## config.mk

```make
export PLATFORM = sky130hd
export DESIGN_NAME = irq_controller_mm
export DESIGN_NICKNAME = d
export VERILOG_FILES = /design/src/rtl/irq_controller_mm.sv
export SDC_FILE = /design/constraint.sdc
export NUM_CORES = 1
export LEC_CHECK = 0
export CAP_MARGIN = 20
export CORE_MARGIN = 1
export CORE_UTILIZATION = 40
export CTS_CLUSTER_SIZE = 10
export DETAILED_ROUTE_END_ITERATION = 10
export GPL_ROUTABILITY_DRIVEN = 0
export GPL_TIMING_DRIVEN = 0
export HOLD_SLACK_MARGIN = 0.02
export PLACE_DENSITY = 0.81
export REMOVE_ABC_BUFFERS = 1
export SYNTH_ARGS = -nofsm -noshare
export SYNTH_HDL_FRONTEND = slang
export SYNTH_SLANG_ARGS = --single-unit
```

## constraint.sdc

```tcl
create_clock -name clk -period 2.45 [get_ports clk]
set_clock_uncertainty 0.2 [all_clocks]
set_input_delay 0.6125 -clock clk [delete_from_list [all_inputs] [get_ports clk]]
set_output_delay 0.6125 -clock clk [all_outputs]
set_load 0.01 [all_outputs]
```

## src/rtl/irq_controller_mm.sv

```systemverilog
// Memory-mapped interrupt controller: mask, edge/level mode, W1C pending, EOI lock.
// Define IRQ_SYNC_EN to add a 2-flop synchroniser on every irq line.
module irq_controller_mm #(
  parameter int                NUM_IRQ   = 8,
  parameter int                DATA_W    = 16,
  parameter int                ADDR_W    = 12,
  parameter logic [ADDR_W-1:0] BASE_ADDR = 12'h7F0
) (
  input  logic               clk,
  input  logic               rst_n,
  input  logic [NUM_IRQ-1:0] irq,
  input  logic [ADDR_W-1:0]  addr,
  input  logic [DATA_W-1:0]  wdata,
  input  logic               wr_en,
  output logic               sel,
  output logic [DATA_W-1:0]  rdata,
  output logic               int_req,
  input  logic               int_ack,
  output logic [DATA_W-1:0]  vector_out
);

  localparam int N = NUM_IRQ;

  typedef enum logic [1:0] {
    IDLE,
    REQ,
    SERVICE
  } state_t;

  state_t       state;
  state_t       state_nx;
  logic [N-1:0] pending;
  logic [N-1:0] mask;
  logic [N-1:0] mode;
  logic [N-1:0] irq_s;
  logic [N-1:0] irq_prev;
  logic [N-1:0] set_vec;
  logic [N-1:0] cand;
  logic [N-1:0] w1c;
  logic [N-1:0] ack_clr;
  logic         gie;
  logic [3:0]   isr_id;
  logic [3:0]   winner;
  logic         hit;
  logic         ack_ok;
  logic         eoi;
  logic         wr_sel;
  logic         wr_pend;
  logic         wr_mask;
  logic         wr_mode;
  logic         wr_ctrl;
  logic         unused_bits;

`ifdef IRQ_SYNC_EN
  logic [N-1:0] sync1;
  logic [N-1:0] sync2;

  always_ff @(posedge clk or negedge rst_n) begin
    if (!rst_n) begin
      sync1 <= '0;
      sync2 <= '0;
    end else begin
      sync1 <= irq;
      sync2 <= sync1;
    end
  end

  assign irq_s = sync2;
`else
  assign irq_s = irq;
`endif

  assign unused_bits = ^wdata;

  assign sel     = addr[ADDR_W-1:2] == BASE_ADDR[ADDR_W-1:2];
  assign wr_sel  = sel & wr_en;
  assign wr_pend = wr_sel && addr[1:0] == 2'd0;
  assign wr_mask = wr_sel && addr[1:0] == 2'd1;
  assign wr_mode = wr_sel && addr[1:0] == 2'd2;
  assign wr_ctrl = wr_sel && addr[1:0] == 2'd3;

  assign set_vec = (mode & irq_s & ~irq_prev)
                 | (~mode & irq_s);
  assign cand    = pending & mask;
  assign hit     = |cand;
  assign w1c     = wr_pend ? wdata[N-1:0] : '0;
  assign ack_clr = ack_ok ? (N'(1) << winner) : '0;

  always_comb begin
    winner = '0;
    for (int i = N - 1; i >= 0; i--) begin
      if (cand[i]) winner = 4'(i);
    end
  end

  always_comb begin
    state_nx = state;
    ack_ok   = 1'b0;
    eoi      = 1'b0;
    unique case (state)
      IDLE: begin
        if (gie && hit) state_nx = REQ;
      end
      REQ: begin
        if (int_ack) begin
          if (gie && hit) begin
            ack_ok   = 1'b1;
            state_nx = SERVICE;
          end else begin
            state_nx = IDLE;
          end
        end
      end
      SERVICE: begin
        if (wr_ctrl && wdata[0]) begin
          eoi      = 1'b1;
          state_nx = IDLE;
        end
      end
      default: state_nx = IDLE;
    endcase
  end

  always_ff @(posedge clk or negedge rst_n) begin
    if (!rst_n) begin
      state    <= IDLE;
      int_req  <= 1'b0;
      pending  <= '0;
      mask     <= '0;
      mode     <= '1;
      gie      <= 1'b0;
      isr_id   <= '0;
      irq_prev <= '0;
    end else begin
      state    <= state_nx;
      int_req  <= state_nx == REQ;
      irq_prev <= irq_s;
      // set is OR-ed last so it beats both W1C and the ack clear
      pending  <= (pending & ~w1c & ~ack_clr) | set_vec;
      if (wr_mask) mask <= wdata[N-1:0];
      if (wr_mode) mode <= wdata[N-1:0];
      if (wr_ctrl) gie <= wdata[DATA_W-1];
      if (ack_ok) begin
        isr_id <= winner;
      end else if (eoi) begin
        isr_id <= '0;
      end
    end
  end

  always_comb begin
    rdata = '0;
    if (sel) begin
      unique case (addr[1:0])
        2'd0: rdata[N-1:0] = pending;
        2'd1: rdata[N-1:0] = mask;
        2'd2: rdata[N-1:0] = mode;
        2'd3: begin
          rdata[DATA_W-1] = gie;
          rdata[DATA_W-2] = state == SERVICE;
          rdata[3:0]      = isr_id;
        end
        default: rdata = '0;
      endcase
    end
  end

  always_comb begin
    vector_out = '0;
    if (int_ack && state == REQ) begin
      vector_out = ack_ok ? DATA_W'(winner)
                          : DATA_W'(NUM_IRQ);
    end
  end

endmodule
```

After elaboration in Yosys (flattened, before gate mapping)

Index checks and enable logic that the tools add are counted.

Eq/ne operators: 7
Shift operators: 1
Multiplexer cells: 28
Bitwise logic cells: 13
Reductions and logical operators: 11

Operators with widths:

| cell                  | count |
|---|---|
| $and A8 B8 Y8         | 6 |
| $mux W4               | 10 |
| $not A8 Y8            | 4 |
| $mux W16              | 1 |
| $mux W8               | 2 |
| $or A8 B8 Y8          | 2 |
| $pmux W4 S4           | 1 |
| $pmux W4 S3           | 1 |
| $eq A10 B9 Y1 const B | 1 |
| $mux W2               | 5 |
| $reduce_or A8 Y1      | 1 |
| $shl A1 B4 Y8 const A | 1 |
| $logic_and A1 B1 Y1   | 7 |
| $eq A2 B1 Y1 const B  | 3 |
| $eq A2 B2 Y1 const B  | 3 |
| $mux W3               | 2 |
| $pmux W2 S3           | 1 |
| $mux W1               | 5 |
| $logic_not A2 Y1      | 2 |
| $reduce_bool A2 Y1    | 1 |
| $and A1 B1 Y1         | 1 |

Register bits: 40
Input bits: 40
Output and inout bits: 34

Depth between registers and ports, before layout

Gate-level depths: netlist (run 1).

Depth in word-level cells: 14
Gate-level depth with buffers: 7
Depth with buffers taken out: 6

Worst setup path before layout (run 1)

OpenSTA, ideal clock, no wires.

Path kind: in2reg
Start point: input addr[7]
End point: register mask[1]
Setup time: 0.125 ns
Arrival: 2.156 ns
Data required time: 2.125 ns
Setup slack: -0.031 ns
Cell stages on the path: 7
Buffers on the path: 1
Cell sequence: nand4_1 > or4_1 > buf_6 > inv_6 > nand2_4 > nor3b_4 > mux2_2

Longest elaborated chain between the ends: 3

Ends and longest elaborated chain:

| what                 | RTL line | RTL |
|---|---|---|
| start, declared      | 12       | `input logic [ADDR_W-1:0] addr,` |
| $eq A10 B9 Y1        | 75       | `assign sel = addr[ADDR_W-1:2] == BASE_ADDR[ADDR_W-1:2];` |
| via sel              | 15       | `output logic sel,` |
| $and A1 B1 Y1        | 76       | `assign wr_sel = sel & wr_en;` |
| $logic_and A1 B1 Y1  | 78       | `assign wr_mask = wr_sel && addr[1:0] == 2'd1;` |
| end signal, assigned | 140      | `if (wr_mask) mask <= wdata[N-1:0];` |
| end, declared        | 33       | `logic [N-1:0] mask;` |

The timed path passes the listed nets, and every way through them passes these cells.
A chain may end at the register's enable or synchronous reset.

Worst setup path in the final report (run 1)

Start point: input addr[11]
End point: output rdata[15]

Longest elaborated chain between the ends: 2

Ends and longest elaborated chain:

| what          | RTL line | RTL |
|---|---|---|
| $eq A10 B9 Y1 | 75       |  |
| $mux W16      | 153      | `if (sel) begin` |
| end, declared | 16       | `output logic [DATA_W-1:0] rdata,` |

No other way between the ends.

==> results_dict.tcl, run 1 <==
set metrics [dict create \
    status "finished with violations" \
    violations "negative setup slack" \
    port_buffers 48 \
    cts_inserted_buffers 5 \
    h-tree-depth 2 \
    dr_total_vias 1727 \
    die_y_um 74.1 \
    io_pins 74 \
    dieArea_um2 5490 \
    hold_path.class "in -> async" \
    tightest_slew_ns 0.881 \
    post_drt_wl_per_cell_um 16.1 \
    nNetsFinal 297 \
    p_clk_share_pct 34.9 \
    fp-row-count 25 \
    yosysWarningCount 0 \
    arrival_ns 1.75 \
    drcViolationCount 0 \
    drive_above_1_share_pct 40.7 \
    synth_top_area_cell "dfrtp_1" \
    r2r-end "pending[5]" \
    antenna_left 0 \
    seqPwrFrac_pct 55.1 \
    grt_pass1_wl_um 8380 \
    cts_hold_buffers 0 \
    antenna_found_initial 0 \
    finalPower_uw 1190 \
    synth_edf_count 0 \
    ys_async_sr_fraction_pct 100 \
    power_density_nw_per_um2 420 \
    grt-ovfl-total 0 \
    reg2reg_from "pending[0]" \
    area_growth_syn_to_layout_pct 36.3 \
    r2r_cells 5 \
    utilization_pct 58.4 \
    routed_via_density 5.31 \
    synth.most_common_cell "dfrtp_1" \
    ys.flop_type "dfrtp_1" \
    antennaDiodeCount 0 \
    initial_core_util_pct 42.9 \
    p_sw_share_pct 23.6 \
    crit_path_start_kind "input port" \
    first_iter_violations 124 \
    clock_sinks 39 \
    syn-mean-instance-area_um2 10.9 \
    maxCapViolations 0 \
    fmax_mhz 390 \
    synth_area_leaders "dfrtp_1, dfstp_2, mux2_2, buf_4, nand2_1" \
    syn-cell-area_um2 2080 \
    crit_required_ns 1.64 \
    rsz0062_at_grt "true" \
    r2r_setup_slack_ns 0.62 \
    ys_ff_latch 39 \
    place_hpwl_um 3340 \
    ys_types 40 \
    slew_viol_final 0 \
    combPwrFrac_pct 10.0 \
    leakagePower_uw 0.00124 \
    cp-end-kind "output port" \
    p_int_uw 908 \
    synth_top_area_share_pct 37.3 \
    core_um2 4850 \
    cts_buffer_depth 2 \
    clkSlewWorstSetupHoldPaths_ns 0.07 \
    yosysSeqAreaShare_pct 47.4 \
    period_share_pct 105 \
    period_minus_slack_ns 2.56 \
    cts_tree "yes" \
    synthTopCellsByCount "dfrtp_1, nand2_1, buf_4" \
    cts-root-buf "clkbuf_8" \
    chipWidth_um 74.1 \
    grtUsageTotal_pct 20.8 \
    grt_max_degree 40 \
    path_class "in -> out" \
    grt_pass1_vias 1755 \
    insertion_delay_ns 0.29 \
    routed_wl_um 5230 \
    drt_pass1_iterations 4 \
    max-slew-margin-rel_pct 41.3 \
    p_switching_uw 281 \
    hold_violations 0 \
    setup_viol_count_final 10 \
    crit_path_max_fanout 7 \
    vdd_ir_drop_max_mv 0.246 \
    syn_inst 190 \
    setup_slack_ns -0.112 \
]
## cells in the final DEF (no fill, tap or decap), types with 8 or more instances in the layout
| cell type | netlist | layout |
|---|---|---|
| nand2_1 | 29 | 28 |
| conb_1 | 1 | 18 |
| a21oi_1 | 10 | 8 |
| dfstp_2 | 8 | 8 |
| buf_6 | 1 | 17 |
| mux2_2 | 16 | 15 |
| a32o_1 | 8 | 8 |
| clkdlybuf4s50_1 | 0 | 19 |
| nor2_1 | 14 | 9 |
| buf_2 | 1 | 10 |
| dfrtp_1 | 31 | 30 |
| buf_4 | 18 | 13 |
## worst max-delay path by stage
| stage | cells past startpoint | start | slack, ns | endpoint |
|---|---|---|---|---|
| 5_1_grt | 6 | addr[11] | -0.16 | rdata[14] |
| 4_1_cts | 6 | addr[7] | -0.17 | rdata[15] |
| 3_3_place_gp | 5 | addr[1] | -1.28 | rdata[3] |
| 6_report | 6 | addr[11] | -0.11 | rdata[15] |
| 2_1_floorplan | 6 | addr[7] | -0.13 | mask[1] |
| 3_5_place_dp | 5 | addr[1] | -1.24 | rdata[3] |
## final cells by class
type	instances	area, um^2
timing repair buffer	66	573
clock inverter	1	5.00
sequential	39	987
multi-input combinational	143	1090
tap	67	83.8
clock buffer	7	76.3
fill	408	2020
inverter	2	12.5
## power groups by stage
stage | Clock (uW) | Combinational [uW] | Sequential, uW
finish | 415 | 119 | 656
global route | 456 | 130 | 656
CTS | 429 | 118 | 655
detailed placement | 0 | 117 | 667
global placement | 0 | 116 | 667
floorplan | 0 | 33.3 | 667
## worst max-delay path, stage by stage
cell,delay (ns)
buf_6,0.09
nand4b_1,0.15
or4_4,0.49
inv_6,0.11
and4_1,0.18
buf_2,0.12
## metrics by stage
stage / instance area, um^2 / hold WS [ns] / worst slack [ns] / setup TNS (ns) / instances
2_1_floorplan: 1980 / 0.117 / -0.128 / -1.25 / 184
5_1_grt: 2830 / 0.286 / -0.163 / -1.19 / 325
4_1_cts: 2800 / 0.251 / -0.166 / -1.17 / 324
6_report: 2830 / 0.235 / -0.112 / -0.697 / 325
3_5_place_dp: 2540 / 0.267 / -1.24 / -37.23 / 299
3_3_place_gp: 2540 / 0.255 / -1.28 / -46.92 / 299
## layer usage
metal	routed length [um]	vias to the layer above	share of wire, %	GRT usage [%]
met5	0	-	0	0
met2	2600	87	50	32.4
met3	380	9	7.3	7.05
li1	-	785	-	-
met4	93	0	1.8	10.5
met1	2160	846	41	25.8
## logic make-up after synthesis
group	count (synthesis)	share of synthesized area, %
muxes	25	14.9
buffers and inverters	25	8.43
DFF	39	47.4
AOI/OAI and AO/OA	32	11.6
and+or+nand+nor	68	17.5
other	1	0.180
## sequential cells by signal, indices dropped and copies added (netlist names)
signal	count
mode	8
mask	8
int_req	1
irq_prev	8
gie	1
state	2
pending	8
isr_id	3
## timing repair
item	in CTS	in global routing
endpoints found under the setup margin	44	35
pin swaps	17	9
endpoints found under the hold margin	0	0
resized for setup	132	19
buffers inserted	17	2
No activity file was read; power rests on OpenSTA's default activity.
==> run 2: changes to the inputs <==
--- a/config.mk
+++ b/config.mk
@@ -6,7 +6,6 @@
 export NUM_CORES = 1
 export LEC_CHECK = 0
 export CAP_MARGIN = 20
-export CORE_MARGIN = 1
 export CORE_UTILIZATION = 40
 export CTS_CLUSTER_SIZE = 10
 export DETAILED_ROUTE_END_ITERATION = 10
==> constraint.sdc (replaced) <==
create_clock -name clk -period 2.45 [get_ports clk]
set_clock_uncertainty 0.2 [all_clocks]
set_input_delay 0.6125 -clock clk [delete_from_list [all_inputs] [get_ports clk]]
set_output_delay 0.6125 -clock clk [all_outputs]
set_load 0.1 [all_outputs]
==> run 2 against run 1 <==
The flow still finishes with violations (negative setup slack). Fmax shrank 5.3%. Core utilization grew 4.6 points. Via count grew 3.8%. Critical path depth is the same. Critical path type unchanged. Largest cell class unchanged. Highest routed layer unchanged.
==> results_dict.tcl, run 2 (synthesized netlist as in run 1, its figures left out) <==
set metrics [dict create \
    insertion_delay_ns 0.30 \
    grt.busiest_layer "met2" \
    slowest_delay_ns 0.51 \
    routed_wl_um 5590 \
    setup_slack_ns -0.257 \
    slew_viol_final 0 \
    max-slew-margin-rel_pct 37.0 \
    crit_chain "buf_6, nand4b_1, or4_4, inv_6, and4_4, buf_12" \
    period_share_pct 110 \
    dr_total_vias 1793 \
    setup_viol_count_final 13 \
    fillers 363 \
    hold_path.class "in -> async" \
    clkSlewWorstSetupHoldPaths_ns 0.07 \
    cts_buffer_depth 2 \
    crit_path_start_kind "input port" \
    cts_hold_buffers 0 \
    r2r_setup_slack_ns 0.51 \
    cts_inserted_buffers 5 \
    critPathSlowestCell "or4_4" \
    use_met3_pct 6.50 \
    rsz0062_at_grt "true" \
    cts-root-buf "clkbuf_8" \
    vdd_ir_drop_max_mv 0.255 \
    final_cell_mix "dfrtp_1, nand2_1, buf_4" \
    antenna_left 0 \
    crit_required_ns 1.64 \
    grtUsageTotal_pct 21.0 \
    fmax_mhz 369 \
    hold_violations 0 \
    nNetsFinal 306 \
    crit_path_max_fanout 7 \
    maxCapViolations 0 \
    finalPower_uw 1300 \
    cts_tree "yes" \
    antenna_found_initial 0 \
    grt_pass1_wl_um 8440 \
    drcViolationCount 0 \
    grt_use_met2_pct 36.0 \
    layout_commonest_cell "dfrtp_1" \
    arrival_ns 1.89 \
    clock_sinks 39 \
    place_hpwl_um 3340 \
    power_density_nw_per_um2 426 \
    drt_pass1_iterations 4 \
    io_pins 74 \
    dp_slack_ns -1.84 \
    antennaDiodeCount 0 \
    leakagePower_uw 0.00132 \
    initial_core_util_pct 42.9 \
    use_met1_pct 22.8 \
    first_iter_violations 126 \
    cp-end-kind "output port" \
    core_um2 4850 \
    dieArea_um2 5490 \
    drive_above_1_share_pct 43.1 \
    die_y_um 74.1 \
    area_growth_syn_to_layout_pct 47.0 \
    tightest_slew_ns 0.949 \
    fp-row-count 25 \
    port_buffers 48 \
    grt_max_degree 40 \
    routed_via_density 5.37 \
    path_class "in -> out" \
    chipWidth_um 74.1 \
    period_minus_slack_ns 2.71 \
    violations "negative setup slack" \
    critical_path.top_delay_family "simple AND/OR/NAND/NOR gates" \
    h-tree-depth 2 \
    post_drt_wl_per_cell_um 16.7 \
    grt-ovfl-total 0 \
    grt_pass1_vias 1812 \
    critPathBufInv 3 \
    status "finished with violations" \
]
run 2: cell types whose count changed in the layout (fill, tap and decap cells not counted), sizes merged:
cell and delta:
buf +9, clkbuf +1, clkdlybuf4s15 -1, clkdlybuf4s50 -1, dlygate4sd2 +1
run 2: cell type report:
cell class                      instances  area, um^2  area share [%]
Multi-Input combinational cell        143        1110            36.5
Sequential cell                        39         987            32.3
Timing Repair Buffer                   75         776            25.4
Tap cell                               67        83.8            2.74
Clock buffer                            7        76.3            2.50
Inverter                                2        12.5           0.410
Clock inverter                          1        5.00           0.164
run 2: stage by stage:
step / hold WS [ns] / cells / area [um^2] / TNS [ns] / util [%]
detailed placement: 0.267 / 299 / 2540 / -46.03 / 52.4
global placement: 0.255 / 299 / 2540 / -55.71 / 52.5
finish: 0.218 / 334 / 3060 / -2.35 / 63.0
floorplan: 0.117 / 184 / 1980 / -17.04 / -
global route: 0.291 / 334 / 3060 / -2.93 / 63.0
CTS: 0.251 / 324 / 2920 / -2.71 / 60.2
run 2: power breakdown:
group / switching, uW / internal (uW) / total [uW] / leakage, uW
registers: 3.32 / 653 / 656 / 0.000455
logic: 171 / 57.1 / 228 / 0.000818
clock network: 219 / 200 / 418 / 0.0000422
total: 393 / 909 / 1300 / 0.00132
run 2: what timing repair did:
| item | CTS | global route |
|---|---|---|
| resized for setup | 181 | 33 |
| endpoints found under the setup margin | 45 | 23 |
| pin swaps | 14 | 11 |
| buffers inserted | 17 | 11 |
run 2: path summary, 6_finish.rpt:
| check | from | to | cells after the start |
|---|---|---|---|
| worst max-delay path | addr[11] | rdata[14] | 6 |
| worst min-delay path | rst_n | irq_prev[0] | 1 |
| worst max register to register | pending[2] | pending[4] | 7 |
| worst min register to register | isr_id[1] | isr_id[1] | 1 |
| max in group asynchronous | rst_n | pending[0] | 1 |
| min in group clk | isr_id[1] | isr_id[1] | 1 |
run 2: worst register-to-register path: stages, from the launching register on:
cell and delay (ns):
dfrtp_1 0.44, a22oi_2 0.27, buf_6 0.16, nand3_4 0.08, buf_4 0.15, nor2_1 0.18, nand2_1 0.11, a32o_1 0.26
run 2: routing by layer:
layer  vias up  wire (um)
li1        807          -
met1       887       2150
met2        85       2920
met3        14        396
met4         0        124
met5         -          0
==> run 3: changes to the inputs <==
--- a/config.mk
+++ b/config.mk
@@ -14,6 +14,7 @@
 export HOLD_SLACK_MARGIN = 0.02
 export PLACE_DENSITY = 0.81
 export REMOVE_ABC_BUFFERS = 1
+export SLEW_MARGIN = 20
 export SYNTH_ARGS = -nofsm -noshare
 export SYNTH_HDL_FRONTEND = slang
 export SYNTH_SLANG_ARGS = --single-unit
==> run 3 against run 2 <==
Total power rose by 0.32%. Critical path depth unchanged. Via count decreased by 0.22%. Clock power is essentially flat. Largest cell class unchanged. The flow still finishes with violations (negative setup slack). Core utilization is 0.80 points higher. Sequential share of layout area decreased by 0.41 points. Non-clock buffer count unchanged. Count of clock-buffer cells in the layout increased by 1. Fmax barely moved. Register-to-register slack about the same.
==> results_dict.tcl, run 3 (synthesized netlist as in run 1, its figures left out) <==
set metrics [dict create \
    layout_commonest_cell "dfrtp_1" \
    cp-end-kind "output port" \
    setup_viol_count_final 14 \
    crit_path_start_kind "input port" \
    dp_slack_ns -1.85 \
    path_class "in -> out" \
    place_hpwl_um 3430 \
    first_iter_violations 157 \
    status "finished with violations" \
    startpoint "addr[11]" \
    antenna_found_initial 0 \
    fmax_mhz 370 \
    cts_inserted_buffers 5 \
    nNetsFinal 307 \
    vdd_ir_drop_max_mv 0.242 \
    clkSlewWorstSetupHoldPaths_ns 0.07 \
    combPwrFrac_pct 18.0 \
    p_sw_share_pct 29.8 \
    initial_core_util_pct 42.9 \
    leakagePower_uw 0.00134 \
    insertion_delay_ns 0.30 \
    reg2reg_from "pending[0]" \
    slowest_delay_ns 0.53 \
    critPathSlowestCell "or4_4" \
    p_int_uw 916 \
    cts-root-buf "clkbuf_8" \
    routed_wl_um 5550 \
    violations "negative setup slack" \
    max-slew-margin-rel_pct 37.0 \
    arrival_ns 1.89 \
    seqPwrFrac_pct 50.2 \
    maxCapViolations 0 \
    cts_hold_buffers 0 \
    hold_slack_ns 0.0708 \
    setup_slack_ns -0.255 \
    rsz0062_at_grt "true" \
    fp-row-count 25 \
    grt-ovfl-total 0 \
    port_buffers 48 \
    core_um2 4850 \
    io_pins 74 \
    drt_pass1_iterations 4 \
    post_drt_wl_per_cell_um 16.6 \
    period_minus_slack_ns 2.71 \
    hold_violations 0 \
    dieArea_um2 5490 \
    antennaDiodeCount 0 \
    power_density_nw_per_um2 422 \
    grtUsageTotal_pct 19.8 \
    grt_max_degree 21 \
    critPathBufInv 3 \
    slew_viol_final 0 \
    p_switching_uw 390 \
    h-tree-depth 2 \
    grt_pass1_vias 1738 \
    tightest_slew_ns 0.948 \
    drcViolationCount 0 \
    critical_path.top_delay_family "simple AND/OR/NAND/NOR gates" \
    drive_above_1_share_pct 44.0 \
    area_growth_syn_to_layout_pct 48.9 \
    grt_pass1_wl_um 8000 \
    final_cell_mix "dfrtp_1, nand2_1, buf_4" \
    crit_chain "buf_6, nand4b_1, or4_4, clkinv_4, and4_4, buf_12" \
    crit_path_max_fanout 8 \
    p_clk_share_pct 31.8 \
    period_share_pct 110 \
    chipWidth_um 74.1 \
    routed_via_density 5.34 \
    hold_path.class "in -> async" \
    dr_total_vias 1789 \
    clock_sinks 39 \
    antenna_left 0 \
    die_y_um 74.1 \
    crit_required_ns 1.64 \
    cts_tree "yes" \
    cts_buffer_depth 2 \
]
[run 3: changes by cell type in the layout (fill, tap and decap cells not counted), sizes merged]
cell and delta:
buf -1, clkbuf +2
[run 3: path summary, 6_finish.rpt]
path / slack [ns] / cells after the start / endpoint
max in group asynchronous: 1.42 / 2 / mode[5]
hold / removal: 0.07 / 1 / irq_prev[0]
setup reg to reg: 0.50 / 6 / pending[5]
hold reg to reg: 0.28 / 1 / isr_id[1]
min in group clk: 0.28 / 1 / isr_id[1]
setup / recovery: -0.26 / 6 / rdata[15]
[run 3: what timing repair did]
action	CTS	global route
cloned	1	0
buffers inserted	17	9
setup endpoints to repair	45	20
pin swaps	14	10
gates resized for setup	191	27
[run 3: per-stage QoR]
stage | power (uW) | utilization (%) | area (um^2) | TNS [ns] | std cells
2_1_floorplan | 808 | - | 1980 | -17.04 | 184
3_3_place_gp | 891 | 52.5 | 2540 | -55.71 | 299
3_5_place_dp | 897 | 52.9 | 2570 | -46.21 | 300
4_1_cts | 1310 | 61.4 | 2980 | -2.70 | 326
5_1_grt | 1350 | 63.8 | 3090 | -3.07 | 335
6_report | 1310 | 63.8 | 3090 | -2.53 | 335
[run 3: layout make-up]
type | instances | area, um^2
Tap cell | 67 | 83.8
Sequential cell | 39 | 987
Timing Repair inverter | 1 | 6.26
Inverter | 2 | 12.5
Clock buffer | 8 | 80.1
Timing Repair Buffer | 75 | 798
Multi-Input combinational cell | 143 | 1130
Fill cell | 368 | 1750
[run 3: power groups by stage]
stage	sequential, uW	clock, uW	combinational (uW)
6_report	656	416	235
5_1_grt	656	446	246
4_1_cts	656	421	231
3_5_place_dp	667	0	230
3_3_place_gp	667	0	224
2_1_floorplan	667	0	141
[run 3: metal layers]
metal  wire length [um]  global-route usage (%)  up-vias
li1                   -                       -      802
met1               2200                    23.5      896
met2               2900                    34.1       77
met3                300                    4.34       14
met4                149                    9.62        0
met5                  0                       0        -
